## src/rtl/sync_fifo_flags.sv

```systemverilog
// sync_fifo_flags
// Single-clock FIFO with occupancy count, programmable almost-full and
// almost-empty flags, and one-cycle overflow/underflow error pulses.
// A push and a pop in the same cycle are both accepted when the FIFO is full.
//
// Optional build macro:
//   SYNC_FIFO_FWFT_EN  first-word-fall-through read port. rdata_o shows the
//                      head entry whenever the FIFO is not empty, and rd_en_i
//                      pops that word. When the macro is undefined, a pop loads
//                      the head word into rdata_o, which is valid one cycle
//                      later.
//
// Ports:
//   clk_i           clock, all logic on the rising edge
//   rst_i           synchronous active-high reset
//   wdata_i         write data
//   wr_en_i         push request
//   rd_en_i         pop request
//   rdata_o         read data
//   rvalid_o        rdata_o holds a popped word (FWFT: the head word is valid)
//   full_o          count == DEPTH
//   empty_o         count == 0
//   almost_full_o   count >= AFULL_THRESH
//   almost_empty_o  count <= AEMPTY_THRESH
//   count_o         occupancy, 0..DEPTH
//   overflow_o      one-cycle pulse after a rejected push
//   underflow_o     one-cycle pulse after a rejected pop

module sync_fifo_flags #(
    parameter int WIDTH         = 4,
    parameter int DEPTH         = 16,
    parameter int AFULL_THRESH  = DEPTH - 2,
    parameter int AEMPTY_THRESH = 2,
    localparam int ADDR_WIDTH   = $clog2(DEPTH)
) (
    input  logic                  clk_i,
    input  logic                  rst_i,
    input  logic [WIDTH-1:0]      wdata_i,
    input  logic                  wr_en_i,
    input  logic                  rd_en_i,
    output logic [WIDTH-1:0]      rdata_o,
    output logic                  rvalid_o,
    output logic                  full_o,
    output logic                  empty_o,
    output logic                  almost_full_o,
    output logic                  almost_empty_o,
    output logic [ADDR_WIDTH:0]   count_o,
    output logic                  overflow_o,
    output logic                  underflow_o
);

    localparam logic [ADDR_WIDTH:0] DEPTH_C  = (ADDR_WIDTH + 1)'(DEPTH);
    localparam logic [ADDR_WIDTH:0] AFULL_C  = (ADDR_WIDTH + 1)'(AFULL_THRESH);
    localparam logic [ADDR_WIDTH:0] AEMPTY_C = (ADDR_WIDTH + 1)'(AEMPTY_THRESH);
    localparam logic [ADDR_WIDTH:0] ONE_C    = (ADDR_WIDTH + 1)'(1);

    logic [WIDTH-1:0]    mem [DEPTH];
    logic [ADDR_WIDTH:0] wr_ptr;
    logic [ADDR_WIDTH:0] rd_ptr;
    logic [ADDR_WIDTH:0] count_q;
    logic [ADDR_WIDTH:0] count_nxt;
    logic                push_acc;
    logic                pop_acc;

    // A pop frees a slot in the same cycle, so a push is allowed into a full
    // FIFO when a pop goes with it. A pop is never allowed from an empty FIFO,
    // even with a simultaneous push.
    always_comb begin
        pop_acc   = rd_en_i && !empty_o;
        push_acc  = wr_en_i && (!full_o || pop_acc);
        count_nxt = count_q;
        if (push_acc && !pop_acc) begin
            count_nxt = count_q + ONE_C;
        end else if (pop_acc && !push_acc) begin
            count_nxt = count_q - ONE_C;
        end
    end

    always_ff @(posedge clk_i) begin
        if (rst_i) begin
            wr_ptr         <= '0;
            rd_ptr         <= '0;
            count_q        <= '0;
            full_o         <= 1'b0;
            empty_o        <= 1'b1;
            almost_full_o  <= 1'b0;
            almost_empty_o <= 1'b1;
            overflow_o     <= 1'b0;
            underflow_o    <= 1'b0;
        end else begin
            if (push_acc) begin
                wr_ptr <= wr_ptr + ONE_C;
            end
            if (pop_acc) begin
                rd_ptr <= rd_ptr + ONE_C;
            end
            count_q        <= count_nxt;
            // Flags are registered from the next count, so they change in the
            // same cycle as count_o.
            full_o         <= (count_nxt == DEPTH_C);
            empty_o        <= (count_nxt == '0);
            almost_full_o  <= (count_nxt >= AFULL_C);
            almost_empty_o <= (count_nxt <= AEMPTY_C);
            overflow_o     <= wr_en_i && !push_acc;
            underflow_o    <= rd_en_i && !pop_acc;
        end
    end

    assign count_o = count_q;

    // Storage is not reset. The pointers alone decide which entries are live.
    always_ff @(posedge clk_i) begin
        if (!rst_i && push_acc) begin
            mem[wr_ptr[ADDR_WIDTH-1:0]] <= wdata_i;
        end
    end

`ifdef SYNC_FIFO_FWFT_EN
    // The head entry falls through combinationally. The read data is forced to
    // zero while empty, so no stale storage is ever shown.
    assign rdata_o  = empty_o ? '0 : mem[rd_ptr[ADDR_WIDTH-1:0]];
    assign rvalid_o = !empty_o;
`else
    // On a simultaneous push and pop at full, both pointers address the same
    // entry. The non-blocking read still returns the old (oldest) word.
    always_ff @(posedge clk_i) begin
        if (rst_i) begin
            rdata_o  <= '0;
            rvalid_o <= 1'b0;
        end else begin
            rvalid_o <= pop_acc;
            if (pop_acc) begin
                rdata_o <= mem[rd_ptr[ADDR_WIDTH-1:0]];
            end
        end
    end
`endif

endmodule
```

## config.mk

```make
export PLATFORM = sky130hd
export DESIGN_NAME = sync_fifo_flags
export DESIGN_NICKNAME = d
export VERILOG_FILES = /design/src/rtl/sync_fifo_flags.sv
export SDC_FILE = /design/constraint.sdc
export NUM_CORES = 1
export LEC_CHECK = 0
export ABC_AREA = 1
export BUFFER_PORTS_ARGS = -buffer_cell sky130_fd_sc_hd__buf_2
export CORE_MARGIN = 5
export CORE_UTILIZATION = 60
export CTS_CLUSTER_DIAMETER = 30
export CTS_CLUSTER_SIZE = 16
export DETAILED_ROUTE_END_ITERATION = 7
export GPL_ROUTABILITY_DRIVEN = 0
export GPL_TIMING_DRIVEN = 0
export PLACE_DENSITY = 0.81
export SLEW_MARGIN = 20
export SYNTH_ARGS = -nofsm -noshare
export SYNTH_HDL_FRONTEND = slang
export SYNTH_SLANG_ARGS = --single-unit
export TNS_END_PERCENT = 10
```

## constraint.sdc

```tcl
create_clock -name clk_i -period 2.2 [get_ports clk_i]
set_clock_uncertainty 0.2 [all_clocks]
set_input_delay 0 -clock clk_i [delete_from_list [all_inputs] [get_ports clk_i]]
set_output_delay 0 -clock clk_i [all_outputs]
set_load 0.01 [all_outputs]
```

==> results of run 1 <==
## worst max-delay path by stage
stage	startpoint	to	slack, ps	depth (start not counted)
2_1_floorplan	empty_o$_SDFF_PP1_	mem[10][0]$_DFFE_PP_	450	7
3_3_place_gp	empty_o$_SDFF_PP1_	mem[12][3]$_DFFE_PP_	120	7
3_5_place_dp	empty_o$_SDFF_PP1_	mem[12][1]$_DFFE_PP_	60	7
4_1_cts	empty_o$_SDFF_PP1_	mem[12][3]$_DFFE_PP_	30	7
5_1_grt	empty_o$_SDFF_PP1_	mem[8][0]$_DFFE_PP_	-50	7
6_report	empty_o$_SDFF_PP1_	mem[12][3]$_DFFE_PP_	30	7
## power by group through the flow
stage	registers, mW	logic [mW]	clock network [mW]
2_1_floorplan	1.90	0.315	0
3_3_place_gp	1.89	0.464	0
3_5_place_dp	1.89	0.477	0
4_1_cts	1.85	0.490	1.10
5_1_grt	1.85	0.552	1.18
6_report	1.85	0.495	1.11
## stage by stage
step | hold WS, ps | instance area [sq um] | setup TNS, ps | setup slack, ps | std cells
final | 257 | 4360 | 0 | 29.3 | 522
after global routing | 249 | 4360 | -518 | -46.3 | 522
after CTS | 247 | 4350 | 0 | 34.8 | 522
after detailed placement | 72.7 | 4090 | 0 | 59.4 | 499
after global placement | 69.5 | 4090 | 0 | 117 | 499
after floorplan | -127 | 3880 | 0 | 451 | 399
## repair_timing
item                                   4_1_cts  5_1_grt
gates resized for setup                      0        4
setup endpoints to repair                    0       31
endpoints found under the hold margin       75        0
hold buffers                                 7        0
## cell type report
| type | instances | share of cell area (%) |
|---|---|---|
| buffer | 15 | 2.12 |
| sequential | 88 | 55.0 |
| multi-input combinational | 266 | 29.2 |
| clock inverter | 6 | 1.58 |
| timing repair buffer | 30 | 4.24 |
| tap | 77 | 2.21 |
| clock buffer | 10 | 2.92 |
| inverter | 30 | 2.64 |
## layout by cell type, fill, tap and decap left out, drive strengths merged
cell type    count
nor3             2
inv             29
bufinv           1
xnor2            1
clkinv           5
dfxtp           24
xor2             3
clkbuf          12
nand4            3
dlygate4sd3      7
o21ai            9
ha               7
nor2            45
a21oi           10
edfxtp          64
nand3           64
nand2          121
buf             36
or2              1
clkinvlp         1
## flip-flops by register name, summed over array words and instances, names as in the netlist
signal,flops
rvalid_o,1
full_o,1
underflow_o,1
almost_empty_o,1
rd_ptr,4
count_o,5
rdata_o,4
mem,64
wr_ptr,4
overflow_o,1
almost_full_o,1
empty_o,1
## routing by layer
metal  up-vias  track usage (%)
met1      1326             27.9
met3        10             4.17
met2       127             33.8
met4         0             6.33
li1       1408                -
met5         -                0
## worst reg2reg max path: cells and delay by family, from the launching register on
kind	cells	cell delay, ps
AND/OR/NAND/NOR	6	1170
buffers and inverters	1	120
flip-flops	1	340
## cell families (layout without fill, tap and decap cells)
family,Yosys count,count (layout)
buf+inv,45,91
simple gates,236,236
flops,88,88
xor+xnor,4,4
fa+ha+maj,7,7
compound gates,19,19
==> parameters.txt, run 1 <==
Parameter                              Value

Outcome
  Result of the run ... finished clean

Clock tree
  Clock transition at the registers of the reported paths ... 80 ps
  CTS tree ... yes
  Post-CTS Setup Repair Bufs ... 0
  Clock root buffer ... sky130_fd_sc_hd__clkbuf_8
  CTS Buf Count ... 9
  CTS Buffer Depth ... 2
  TritonCTS sink count ... 88
  Max H-tree Level ... 3
  Worst skew pair latency ... 350 ps

GRT
  Vias in the first global route ... 2717
  All-Layer GR Usage ... 20.7%
  Global-route wire length before repair ... 13300 um
  Pin count of the biggest net entering global routing ... 17
  Total overflow reported by the global router ... 0
  Number of antenna violations at the first check in global routing ... 0

Setup path
  Largest delay share family, worst path ... simple AND/OR/NAND/NOR gates
  Highest cell delay on the worst timing path ... 390 ps
  Startpoint-to-endpoint class of the critical path ... flop to flop
  Crit-path most repeated cell ... sky130_fd_sc_hd__nand2_1
  Startpoint Class ... flop
  CP Max Fanout ... 8
  Logic depth of the worst register-to-register path ... 7
  Cells along the critical path ... inv_1 -> nand2_4 -> nand2_1 -> nand2_1 -> nor2_2 -> nand2_1 -> nor2_1
  Source of the worst register-to-register timing path ... empty_o$_SDFF_PP1_
  Worst Path Required ... 2010 ps
  Crit path DAT ... 1980 ps
  Category of the worst setup path capture point ... flop
  Highest-delay cell along the critical path ... sky130_fd_sc_hd__nor2_1
  Buf+Inv Stages, Crit Path ... 1
  Capture instance of the worst register-to-register path ... mem[12][3]$_DFFE_PP_
  Reg-to-reg slack, setup ... 30 ps

Synth
  Xor/xnor cell area share of the yosys netlist ... 0.904%
  Main combinational cell family by area after synthesis ... simple AND/OR/NAND/NOR gates
  Post-synthesis area per instance ... ~9.7 sq um
  Sequential fraction of the synthesis area ... 62.0%
  Most frequently used flop master after synthesis ... sky130_fd_sc_hd__edfxtp_1
  Count of flip-flops with a built-in enable after synthesis ... 64
  Largest cells by area after synthesis ... sky130_fd_sc_hd__edfxtp_1, sky130_fd_sc_hd__dfxtp_1, sky130_fd_sc_hd__nand2_1
  Synthesized Nets ... 414
  Fraction of synthesized area in multiplexers ... 0%
  Most repeated cell in the gate-level netlist after synthesis ... sky130_fd_sc_hd__nand2_1
  Number of synthesized register bits ... 88
  Post-Synth Simple-Gate Area ... 27.0%
  Area share of the largest cell type after synthesis ... 49.6%
  Share of synthesized registers carrying an async set or reset ... 0%
  Synthesis Warnings ... 0
  Area fraction in compound gates after synthesis ... 2.45%
  Adder and majority cell fraction of the synthesized area ... under 10%
  Top cells by instance count after synthesis ... sky130_fd_sc_hd__nand2_1, sky130_fd_sc_hd__edfxtp_1, sky130_fd_sc_hd__nand3_1, sky130_fd_sc_hd__nor2_1, sky130_fd_sc_hd__dfxtp_1
  Library cells used by synthesis ... 29
  Synthesized instance count ... 399
  Top cell type by total area after synthesis ... sky130_fd_sc_hd__edfxtp_1
  Area of the mapped netlist ... between 0.003 and 0.004 sq mm

STA
  Remaining max-slew budget at the tightest pin ... 68.4%
  Fmax ... approximately 460 MHz
  Max-slew violation count ... 0
  Final setup violating endpoints ... 0
  Final Hold Viols ... 0
  RSZ-0062 raised after global routing ... true
  Least-Margin Pin Slew ... 475 ps
  Period Utilization, post-route ... between 90 and 100%
  Time the final worst path needs with I/O delays and setup ... about 2200 ps

Finish
  Area of the multi-input gates ... 0.00128 sq mm
  Area growth, synth to finish ... 12.6%
  Number of nets in the finished design ... 455
  Number of inserted filler cells in the final layout ... approximately 470
  Fraction of layout cells with a size suffix above 1 ... 17.3%
  Post-layout util ... between 60% and 70%
  FF/Latch Area ... about 0.0024 sq mm
  Antenna diode instance count ... 0

Power
  Pwr Total ... 3.45 mW
  Leakage Power ... ~1.8 nW
  Worst supply voltage drop on vdd ... approximately 530 uV
  PD cells ... 790 mW/mm^2
  Clock share of power ... 32.1%
  Switching portion of total power ... 26.9%
  Switching power of the nets ... 0.929 mW
  Combinational share of power ... 14.3%
  Internal power of the cells ... 2.52 mW
  Sequential share of power ... 53.6%

Routing
  Number of violations reported at the end of detailed-routing iteration 0 ... between 200 and 250
  Drc violations ... 0
  Highest routed layer ... met4
  Met2 Routed Length ... 4030 um
  DR pass1 iterations ... 5
  Detailed Route WL ... between 8000 and 9000 um
  Avg WL per Cell ... 15.7 um
  Final ANT Viol Nets ... 0
  Via total after detailed routing ... 2871
  Number of vias per cell ... 5.50
  DR WL met3 ... ~620 um
  Wire length on met1 ... 3460 um

Worst hold path
  Hold Path Cell Cnt ... 3
  Worst Hold End ... count_o[3]$_SDFF_PP0_
  Tightest Hold Check Type ... input pin to flop
  Startpoint of the tightest hold check path ... rst_i

Die
  Area of the core region ... approximately 0.0063 sq mm
  Die Ht ... 90.4 um
  X dimension of the die ... 90.4 um
  Rows ... 29
  Die area ... 0.00817 sq mm
  I/O pin count ... 24
  Initial core utilization ... 61.4%

Placed design
  Count of input and output buffers ... 23
  Half-perimeter wire length after placement ... 5730 um

Flow run
  Max-cap violations ... 0
(Power assumes the default switching activity.)
==> inputs of run 2 (changes only) <==
clock period = 2.4 ns   (was 2.2 ns; I/O delays follow)
==> parameters.txt, run 2 (synthesized netlist as in run 1, its figures left out) <==
Parameter                              Value

Setup path
  Highest cell delay on the worst timing path ... 400 ps (about the same)
  Capture instance of the worst register-to-register path ... mem[12][1]$_DFFE_PP_
  Logic depth of the worst register-to-register path ... 7 (unchanged)
  Cells along the critical path ... inv_1 -> nand2_4 -> nand2_1 -> nand2_1 -> nor2_2 -> nand2_1 -> nor2_1
  Worst Path Required ... 2200 ps (+190 ps)
  Highest-delay cell along the critical path ... sky130_fd_sc_hd__nor2_1
  Largest delay share family, worst path ... simple AND/OR/NAND/NOR gates
  Reg-to-reg slack, setup ... 200 ps (+170 ps)
  Source of the worst register-to-register timing path ... empty_o$_SDFF_PP1_
  CP Max Fanout ... 8 (unchanged)
  Startpoint Class ... flop
  Crit-path most repeated cell ... sky130_fd_sc_hd__nand2_1
  Category of the worst setup path capture point ... flop
  Buf+Inv Stages, Crit Path ... 1 (unchanged)
  Crit path DAT ... 2000 ps (+20 ps)
  Startpoint-to-endpoint class of the critical path ... flop to flop

GRT
  Global-route wire length before repair ... 13300 um (unchanged)
  Total overflow reported by the global router ... 0 (unchanged)
  Number of antenna violations at the first check in global routing ... 0 (unchanged)
  All-Layer GR Usage ... 20.7% (unchanged)
  Vias in the first global route ... 2717 (unchanged)
  Pin count of the biggest net entering global routing ... 17 (unchanged)

Clock tree
  TritonCTS sink count ... 88 (unchanged)
  Clock transition at the registers of the reported paths ... 80 ps (about the same)
  Clock root buffer ... sky130_fd_sc_hd__clkbuf_8
  Post-CTS Setup Repair Bufs ... 0 (unchanged)
  CTS Buffer Depth ... 2 (unchanged)
  CTS-repair resized insts ... 0 (unchanged)
  CTS Buf Count ... 9 (unchanged)
  Hold_buf cts ... 7 (unchanged)
  CTS tree ... yes
  Max H-tree Level ... 3 (unchanged)
  Worst skew pair latency ... 350 ps (about the same)

Die
  Rows ... 29 (unchanged)
  I/O pin count ... 24 (unchanged)
  Die Ht ... 90.4 um (unchanged)
  Initial core utilization ... 61.4% (unchanged)
  Area of the core region ... 0.00631 sq mm (unchanged)
  X dimension of the die ... 90.4 um (unchanged)
  Die area ... 0.00817 sq mm (unchanged)

Finish
  Commonest non-fill, non-tap cells in the layout ... sky130_fd_sc_hd__nand2_1, sky130_fd_sc_hd__edfxtp_1, sky130_fd_sc_hd__nand3_1
  Non-Filler Instances ... 522 (unchanged)
  Number of nets in the finished design ... 455 (unchanged)
  Antenna diode instance count ... 0 (unchanged)
  Post-layout util ... 69.0% (-0.16 points)
  Commonest non-fill, non-tap cell in the layout ... sky130_fd_sc_hd__nand2_1
  Area growth, synth to finish ... 12.3%
  Flip-flop count of the largest register, all copies and words added ... 64 (unchanged)
  Number of inserted filler cells in the final layout ... 471 (+0.64%)
  Post-layout instance area ... 0.00435 sq mm (-0.23%)
  Fraction of layout cells with a size suffix above 1 ... 16.4% (-0.90 points)

STA
  Least-Margin Pin Slew ... 479 ps (+4.53 ps)
  Remaining max-slew budget at the tightest pin ... 68.1% (-0.30 points)
  Max-slew violation count ... 0 (unchanged)
  Time the final worst path needs with I/O delays and setup ... 2200 ps (+26.3 ps)
  Fin Setup TNS ... 0 ps (unchanged)
  RSZ-0062 raised after global routing ... false
  Final setup violating endpoints ... 0 (unchanged)
  Final Hold Viols ... 0 (unchanged)
  Period Utilization, post-route ... 91.5% (-7.1 points)
  Fmax ... 455 MHz (-1.2%)

Placed design
  Count of input and output buffers ... 23 (unchanged)
  Inst Count DP ... 499 (unchanged)
  Half-perimeter wire length after placement ... 5730 um (unchanged)
  Total placed instance area ... 0.00409 sq mm (unchanged)

Power
  Leakage Power ... 1.81 nW (about the same)
  Sequential share of power ... 53.7% (about the same)
  PD cells ... 725 mW/mm^2 (-8.3%)
  Clock share of power ... 32.0% (about the same)
  Switching portion of total power ... 26.8% (-0.13 points)
  Pwr Total ... 3.16 mW (-8.5%)
  Switching power of the nets ... 0.846 mW (-8.9%)
  Internal power of the cells ... 2.31 mW (-8.3%)
  Combinational share of power ... 14.4% (about the same)
  Worst supply voltage drop on vdd ... 480 uV (-9.3%)

Routing
  DR pass1 iterations ... 4 (-1)
  Final ANT Viol Nets ... 0 (unchanged)
  Avg WL per Cell ... 15.7 um (about the same)
  Number of violations reported at the end of detailed-routing iteration 0 ... 226 (+0.89%)
  Via total after detailed routing ... 2856 (-0.52%)
  Detailed Route WL ... 8190 um (about the same)
  Number of vias per cell ... 5.47 (-0.52%)
  Drc violations ... 0 (unchanged)

Worst hold path
  Hold Path Cell Cnt ... 3 (unchanged)
  Tightest Hold Check Type ... input pin to flop
  Startpoint of the tightest hold check path ... rst_i
  Worst Hold End ... count_o[3]$_SDFF_PP0_

Outcome
  Result of the run ... finished clean

Flow run
  Max-cap violations ... 0 (unchanged)
-- run 2: changes by cell type in the layout (fill, tap and decap cells not counted) --
| cell | before | now |
|---|---|---|
| sky130_fd_sc_hd__nor2_1 | 33 | 37 |
| sky130_fd_sc_hd__nor2_2 | 11 | 7 |
-- run 2: worst max-delay path by stage --
stage / from / slack (ps) / cells after the start / endpoint
after floorplan: empty_o$_SDFF_PP1_ / 650 / 7 / mem[10][0]$_DFFE_PP_
after global placement: empty_o$_SDFF_PP1_ / 320 / 7 / mem[12][3]$_DFFE_PP_
after detailed placement: empty_o$_SDFF_PP1_ / 260 / 7 / mem[12][1]$_DFFE_PP_
after CTS: empty_o$_SDFF_PP1_ / 230 / 7 / mem[12][3]$_DFFE_PP_
after global routing: empty_o$_SDFF_PP1_ / 150 / 7 / mem[8][0]$_DFFE_PP_
final: empty_o$_SDFF_PP1_ / 200 / 7 / mem[12][1]$_DFFE_PP_
-- run 2: metrics by stage --
stage,hold WS (ps),worst slack (ps)
finish,264,203
global route,249,154
CTS,247,235
detailed placement,72.7,259
global placement,69.5,317
floorplan,-127,651
-- run 2: power groups by stage --
stage | Combinational [mW] | Sequential, mW | Clock (mW)
4_1_cts | 0.449 | 1.69 | 1.01
2_1_floorplan | 0.289 | 1.74 | 0
3_3_place_gp | 0.425 | 1.73 | 0
6_report | 0.453 | 1.69 | 1.01
3_5_place_dp | 0.438 | 1.73 | 0
5_1_grt | 0.506 | 1.70 | 1.08
-- run 2: worst reg2reg max path: stages, from the launching register on --
cell	delay, ps
sky130_fd_sc_hd__dfxtp_1	340
sky130_fd_sc_hd__inv_1	120
sky130_fd_sc_hd__nand2_4	110
sky130_fd_sc_hd__nand2_1	90
sky130_fd_sc_hd__nand2_1	190
sky130_fd_sc_hd__nor2_2	200
sky130_fd_sc_hd__nand2_1	200
sky130_fd_sc_hd__nor2_1	400
-- run 2: final cells by class --
type                            instances  area, sq um  area share (%)
Inverter                               30          115            2.64
Timing Repair Buffer                   30          185            4.25
Sequential cell                        88         2400            55.2
Tap cell                               77         96.3            2.21
Clock inverter                          6         68.8            1.58
Buffer                                 15         92.6            2.13
Clock buffer                           10          128            2.93
Multi-Input combinational cell        266         1270            29.1
-- run 2: layer usage --
metal / GRT usage [%] / vias up / wire, um / part of all wire (%)
met5: 0 / - / 0 / 0
met4: 6.33 / 0 / 78 / 0.95
met3: 4.17 / 8 / 472 / 5.8
met2: 33.8 / 100 / 4070 / 50
met1: 27.9 / 1339 / 3560 / 43
li1: - / 1409 / - / -
